$ cat src/rtl/mem_dump_ctrl.sv
// mem_dump_ctrl: walks a data memory one word at a time and streams each word
// out as a valid/ready beat tagged with its index.
//
// Ports:
//   CLOCK_50  - sole clock; all state changes on its rising edge
//   reset     - asynchronous active-high reset
//   dump      - dump request; a dump starts on its 0->1 transition
//   rd_en     - memory read strobe (high only in READ)
//   rd_addr   - memory word index (0 whenever rd_en is low)
//   rd_data   - memory read data, valid one cycle after rd_en
//   out_valid - dump beat valid (high only in SEND)
//   out_ready - consumer ready
//   out_addr  - word index of the current beat
//   out_data  - word value of the current beat
//   busy      - high in every state except IDLE
//   done      - one-cycle pulse at the end of a dump
//   word_cnt  - beats accepted in the current or last dump
//
// Build option: define DUMP_SKIP_ZERO_EN to drop all-zero words from the
// dump (no beat and no word_cnt increment for them).
module mem_dump_ctrl #(
  parameter int N     = 64,
  parameter int DEPTH = 32
) (
  input  logic                     CLOCK_50,
  input  logic                     reset,
  input  logic                     dump,
  output logic                     rd_en,
  output logic [$clog2(DEPTH)-1:0] rd_addr,
  input  logic [N-1:0]             rd_data,
  output logic                     out_valid,
  input  logic                     out_ready,
  output logic [$clog2(DEPTH)-1:0] out_addr,
  output logic [N-1:0]             out_data,
  output logic                     busy,
  output logic                     done,
  output logic [$clog2(DEPTH):0]   word_cnt
);

  localparam int AW = $clog2(DEPTH);
  localparam logic [AW-1:0] LAST_IDX = AW'(DEPTH - 1);

  typedef enum logic [2:0] {
    IDLE,
    READ,
    CAPTURE,
    SEND,
    DONE
  } state_t;

  state_t        state, state_nxt;
  logic          dump_q;
  logic [AW-1:0] idx;
  logic          start_clr;
  logic          capture;
  logic          idx_adv;
  logic          cnt_inc;
  logic          last;

  assign last = (idx == LAST_IDX);

  always_comb begin
    state_nxt = state;
    rd_en     = 1'b0;
    rd_addr   = '0;
    out_valid = 1'b0;
    busy      = (state != IDLE);
    done      = 1'b0;
    start_clr = 1'b0;
    capture   = 1'b0;
    idx_adv   = 1'b0;
    cnt_inc   = 1'b0;
    case (state)
      IDLE: begin
        if (dump && !dump_q) begin
          start_clr = 1'b1;
          state_nxt = READ;
        end
      end
      READ: begin
        rd_en     = 1'b1;
        rd_addr   = idx;
        state_nxt = CAPTURE;
      end
      CAPTURE: begin
        capture = 1'b1;
`ifdef DUMP_SKIP_ZERO_EN
        // All-zero words skip SEND but still advance the index.
        if (rd_data == '0) begin
          if (last) begin
            state_nxt = DONE;
          end else begin
            idx_adv   = 1'b1;
            state_nxt = READ;
          end
        end else begin
          state_nxt = SEND;
        end
`else
        state_nxt = SEND;
`endif
      end
      SEND: begin
        out_valid = 1'b1;
        if (out_ready) begin
          cnt_inc = 1'b1;
          if (last) begin
            state_nxt = DONE;
          end else begin
            idx_adv   = 1'b1;
            state_nxt = READ;
          end
        end
      end
      DONE: begin
        done      = 1'b1;
        state_nxt = IDLE;
      end
      default: state_nxt = IDLE;
    endcase
  end

  always_ff @(posedge CLOCK_50 or posedge reset) begin
    if (reset) begin
      state    <= IDLE;
      dump_q   <= 1'b0;
      idx      <= '0;
      word_cnt <= '0;
      out_addr <= '0;
      out_data <= '0;
    end else begin
      state  <= state_nxt;
      dump_q <= dump;
      if (start_clr) begin
        idx      <= '0;
        word_cnt <= '0;
      end
      if (idx_adv) begin
        idx <= idx + AW'(1);
      end
      if (cnt_inc) begin
        word_cnt <= word_cnt + (AW + 1)'(1);
      end
      if (capture) begin
        out_data <= rd_data;
        out_addr <= idx;
      end
    end
  end

endmodule

$ cat config.mk
export PLATFORM = sky130hd
export DESIGN_NAME = mem_dump_ctrl
export DESIGN_NICKNAME = d
export VERILOG_FILES = /design/src/rtl/mem_dump_ctrl.sv
export SDC_FILE = /design/constraint.sdc
export NUM_CORES = 1
export LEC_CHECK = 0
export ABC_CLOCK_PERIOD_IN_PS = 2800
export BUFFER_PORTS_ARGS = -buffer_cell sky130_fd_sc_hd__buf_2
export CORE_MARGIN = 10
export CORE_UTILIZATION = 42
export CTS_CLUSTER_SIZE = 28
export DETAILED_ROUTE_END_ITERATION = 10
export GPL_ROUTABILITY_DRIVEN = 0
export PLACE_DENSITY = 0.75
export SLEW_MARGIN = 20
export SYNTH_ARGS = -nofsm -noshare
export SYNTH_HDL_FRONTEND = slang
export SYNTH_SLANG_ARGS = --single-unit
$ cat constraint.sdc
create_clock -name CLOCK_50 -period 2.8 [get_ports CLOCK_50]
set_clock_uncertainty 0.15 [all_clocks]
set_input_delay 0.42 -clock CLOCK_50 [delete_from_list [all_inputs] [get_ports CLOCK_50]]
set_output_delay 0.42 -clock CLOCK_50 [all_outputs]
set_load 0.02 [all_outputs]
* Word level (Yosys, flattened, before mapping)
Cells that the tools add are included.
** Operators by class
- Add/subtract/negate cells :: 2
- Reductions and logical operators :: 7
- Mux-type cells :: 20
- Equality and inequality tests :: 7
** Operator list (number)
- $mux W5 :: 3
- $mux W6 :: 2
- $pmux W3 S4 :: 1
- $mux W1 :: 11
- $mux W3 :: 3
- $add A6 B1 Y6 const B :: 1
- $eq A3 B2 Y1 const B :: 2
- $add A5 B1 Y5 const B :: 1
- $eq A5 B5 Y1 const B :: 1
- $ne A2 B2 Y1 const B :: 2
- $reduce_bool A2 Y1 :: 2
- $eq A3 B1 Y1 const B :: 1
- $eq A3 B3 Y1 const B :: 1
- $logic_not A3 Y1 :: 1
- $reduce_bool A3 Y1 :: 1
- $reduce_and A2 Y1 :: 1
- $logic_and A1 B1 Y1 :: 1
- $logic_not A1 Y1 :: 1
** Storage, ports and cells
- Word-level logic and storage cells :: 42
- Input port bits :: 68
- Output and inout port bits :: 84
- Flip-flop bits (word level) :: 84

* Depth between registers and ports, before layout
- Depth after elaboration :: 6
- Mapped depth :: 6
- Depth with buffers taken out :: 6

* Least setup slack after synthesis
Ideal clock, no wire load.
- Path type :: reg-to-output
- From :: reg state[1]
- To :: out rd_addr[0]
- Path buffers :: 1
- Cell stages (with the launch flop) :: 4
- Data arrival time :: 1.552 ns
- Required time :: 2.230 ns
- Setup slack :: 0.678 ns
- Path through :: dfrtp_1 -> buf_4 -> nor3b_1 -> and2_1
** On the way
- Cells in the longest elaborated chain, start to end :: 2
** RTL lines
- from (decl) :: RTL line 51 : state_t state, state_nxt;
- from (signal assigned) :: RTL line 132 : state <= state_nxt;
- $eq A3 B1 Y1 :: RTL line 73 : case (state)
- $mux W5 :: RTL line 73
- to (decl) :: RTL line 29 : output logic [$clog2(DEPTH)-1:0] rd_addr,
No other way between the ends.

* Worst setup path after layout
- From :: reg state[0]
- To :: out rd_addr[0]
Same word-level chain as after synthesis.

==> results.md <==
Placement:
- Input and output buffers added on the ports amount to 151.
- The total half-perimeter wirelength after legalization and detailed placement is about 6.2 mm.
- The post-place setup slack is ~0.80 ns.

Setup path:
- Of all nets on the critical path, the largest fanout is 10.
- The startpoint type of the worst setup path is a flip-flop.
- The type of destination of the critical path is an output port.
- The class of the most critical setup path is reg -> out.
- The number of cells on the worst reg-to-reg path is 4.
- Data on the critical path arrives at its endpoint at between 1.5 and 2 ns.
- STA puts the critical path data required time at 2.23 ns.

Yosys:
- After synthesis, the largest area contributor takes up 61.65% of total cell area.
- The mean instance size in the synthesized netlist is 15.15 um^2.
- By area the synthesized netlist is led by sky130_fd_sc_hd__dfrtp_1 (62%), sky130_fd_sc_hd__mux2_2 (20%), sky130_fd_sc_hd__mux2_1 (3.3%).
- Sequential elements use around three fifths of the synthesized area.
- The most used flip-flop cell after synthesis is sky130_fd_sc_hd__dfrtp_1.
- The post-synthesis cell area is 3410 um^2.
- Yosys mapped a number of flops with a built-in enable equal to 0.
- For this run, asynchronously set or reset flops after synthesis account for 100.0%.
- The post-synthesis register bit count is 84.
- After technology mapping, the gate count stands at about 230.
- Of all cell types, the one taking the most synthesized area is sky130_fd_sc_hd__dfrtp_1.
- The number of nets handed over by synthesis was 296.
- During synthesis, Yosys emitted a total of 0 warnings.
- The count of distinct cell types in the synthesized netlist is 37.

Clock network:
- The root buffer cell chosen for the clock tree is sky130_fd_sc_hd__clkbuf_8.
- The number of buffers added to fix hold violations after cts is 0.
- Clock-pin slew was measured on the worst setup and hold paths at 0.08 ns.
- The number of clock buffers added by TritonCTS is 9.
- The number of setup buffers added after CTS is 0.
- The longest clock path from root to sink contains 2 buffers.
- TritonCTS built the clock tree.
- The clock latency of the later-clocked register in the worst-skew pair is 0.34 ns.
- The number of H-tree levels is 3.
- The CTS sink count is 84.
- The post-cts sizing count is 0.

Die:
- The effective utilization at floorplan is 43.67%.
- The row count is 32.
- Measured along the y axis, the die boundary spans 110.1 um.
- The I/O pin count is 152.
- The die is ~110 um wide.
- The core area is around 8000 um^2.
- The die area is 12120 um^2.

Timing:
- In the final timing run, aggregate negative setup slack is 0 ns.
- The worst hold-check slack is 0.01469 ns.
- After layout, the worst path uses 84.38% of the clock period.
- The count of final setup violators is 0.
- The number of max-slew violations in the final report is 0.
- In this run the tightest slew margin relative to its limit is 51.80%.
- Derived from the worst setup path, the maximum achievable clock frequency is 0.4233 GHz.
- Setup repair after global routing left no endpoint under its margin.
- Setup slack closes at around 0.44 ns.
- The count of final hold-check violations is 0.
- The slew at the pin closest to its max-slew limit is 0.7222 ns.
- Subtracting the final worst setup slack from the clock period gives 2.363 ns.

Drt:
- In the routed design, unresolved DRC markers number 0.
- The routed layout has between 2000 and 2500 vias.
- Dividing the detail-routed wire length by the instance count gives 16.84 um.
- The DRC marker count from the first detailed-route iteration is 66.
- The count of nets left with antenna violations once routing finished came out at 0.
- The number of iterations in the first detailed-routing pass is 4.
- The detailed-route vias per instance is 4.909.
- Wires add up to between 8 and 9 mm.

GRT:
- The number of global-route vias before repair is approximately 2500.
- The global-route usage over all layers is 13.29%.
- The wire length of the first global-routing pass is 12.77 mm.
- Summed over all layers, the global routing overflow is 0.
- The initial antenna violation count came to 0.
- The pin count of the biggest net entering global routing is 70.

Final layout:
- Relative to the synthesized area, the layout overhead comes to 31.67%.
- The number of nets in the layout is 450.
- The leading cell type in the layout, fill and taps excluded is sky130_fd_sc_hd__buf_2.
- The number of diodes added for antenna fixing is 0.
- In the layout the commonest cells are sky130_fd_sc_hd__buf_2 (151), sky130_fd_sc_hd__dfrtp_1 (84), sky130_fd_sc_hd__mux2_2 (60).
- The post-route netlist has around 61% of its cells at a drive strength greater than 1.

Run status:
- The flow ran to the end, and the final reports show no timing, DRC or antenna violations.

Power and ir drop:
- For this design the ratio of total power to cell area is 1298 nW/um^2.
- VDD sags by at most 0.5986 mV.
- The static power due to leakage is 2.196 nW.

Flow run:
- The tool flagged a number of max-cap violations equal to 0.

Min path:
- In this run the worst hold path is classified as in -> async.
-- power breakdown --
part | internal [mW] | switching [mW] | total [mW] | leakage (nW)
combinational | 1.15 | 1.50 | 2.65 | 1.08
clock | 0.613 | 0.413 | 1.03 | 0.116
sequential | 1.80 | 0.349 | 2.15 | 1.00
total | 3.56 | 2.26 | 5.83 | 2.20
-- cells by family (layout without fill, tap and decap cells) --
| family | count (synthesis) | after routing | share of synthesized area (%) |
|---|---|---|---|
| AOI/OAI and AO/OA | 19 | 19 | 4.184 |
| xor gates and xnor gates | 2 | 2 | 0.5139 |
| adders and majority gates | 3 | 3 | 1.101 |
| buffers and inverters | 15 | 173 | 3.009 |
| DFF | 84 | 84 | 61.65 |
| muxes | 70 | 70 | 23.12 |
| and+or+nand+nor | 32 | 32 | 6.423 |
-- through the flow --
stage	area, um^2	std cells	power (mW)	util [%]
after floorplan	3410	225	4.010	-
after global placement	4250	470	4.785	54.44
after detailed placement	4250	470	4.878	54.44
after CTS	4489	485	5.921	57.50
after global routing	4489	485	6.208	57.50
final	4489	485	5.826	57.50
-- registers in the layout, summed over array words and instances (netlist names) --
signal,flops
dump_q,1
state,3
word_cnt,6
out_data,64
idx,5
out_addr,5
-- cells in the mapped netlist (2+ instances only) --
master	instances
sky130_fd_sc_hd__nor3b_1	2
sky130_fd_sc_hd__and2_1	6
sky130_fd_sc_hd__dfrtp_1	84
sky130_fd_sc_hd__a22o_1	3
sky130_fd_sc_hd__buf_4	6
sky130_fd_sc_hd__mux2_2	60
sky130_fd_sc_hd__inv_1	4
sky130_fd_sc_hd__nand2_1	5
sky130_fd_sc_hd__o211ai_1	3
sky130_fd_sc_hd__mux2_1	10
sky130_fd_sc_hd__nand3_1	4
sky130_fd_sc_hd__nor4b_1	2
sky130_fd_sc_hd__buf_6	3
sky130_fd_sc_hd__ha_1	3
sky130_fd_sc_hd__a21oi_1	4
sky130_fd_sc_hd__nor2_1	5
-- routing by layer --
metal	vias up	wire, um	track usage [%]
li1	1109	-	-
met1	1180	3016	14.84
met2	83	4201	22.31
met3	9	857	5.514
met4	0	93	4.954
met5	-	0	0
-- worst paths after layout --
path / slack (ns) / start / end
worst max register to register: 0.87 / state[1] / out_data[27]
max in group asynchronous: 1.82 / reset / state[2]
worst min-delay path: 0.01 / reset / out_data[16]
worst min register to register: 0.34 / out_addr[1] / out_addr[1]
min in group CLOCK_50: 0.07 / dump / dump_q
worst max-delay path: 0.44 / state[0] / rd_addr[0]
-- critical path, cell delays in order, from the launching register on --
cell and delay [ns]:
sky130_fd_sc_hd__dfrtp_1 0.57, sky130_fd_sc_hd__nor3b_1 0.53, sky130_fd_sc_hd__and2_1 0.21, sky130_fd_sc_hd__buf_2 0.16
-- layout make-up --
cell class / instances / area [um^2]
clock buffer: 11 / 141.4
clock inverter: 4 / 97.59
fill: 707 / 3318
inverter: 5 / 20.02
multi-input combinational: 126 / 1205
sequential: 84 / 2102
tap: 102 / 127.6
timing repair buffer: 153 / 795.8
Note: power is estimated with default switching activity, not from simulation.
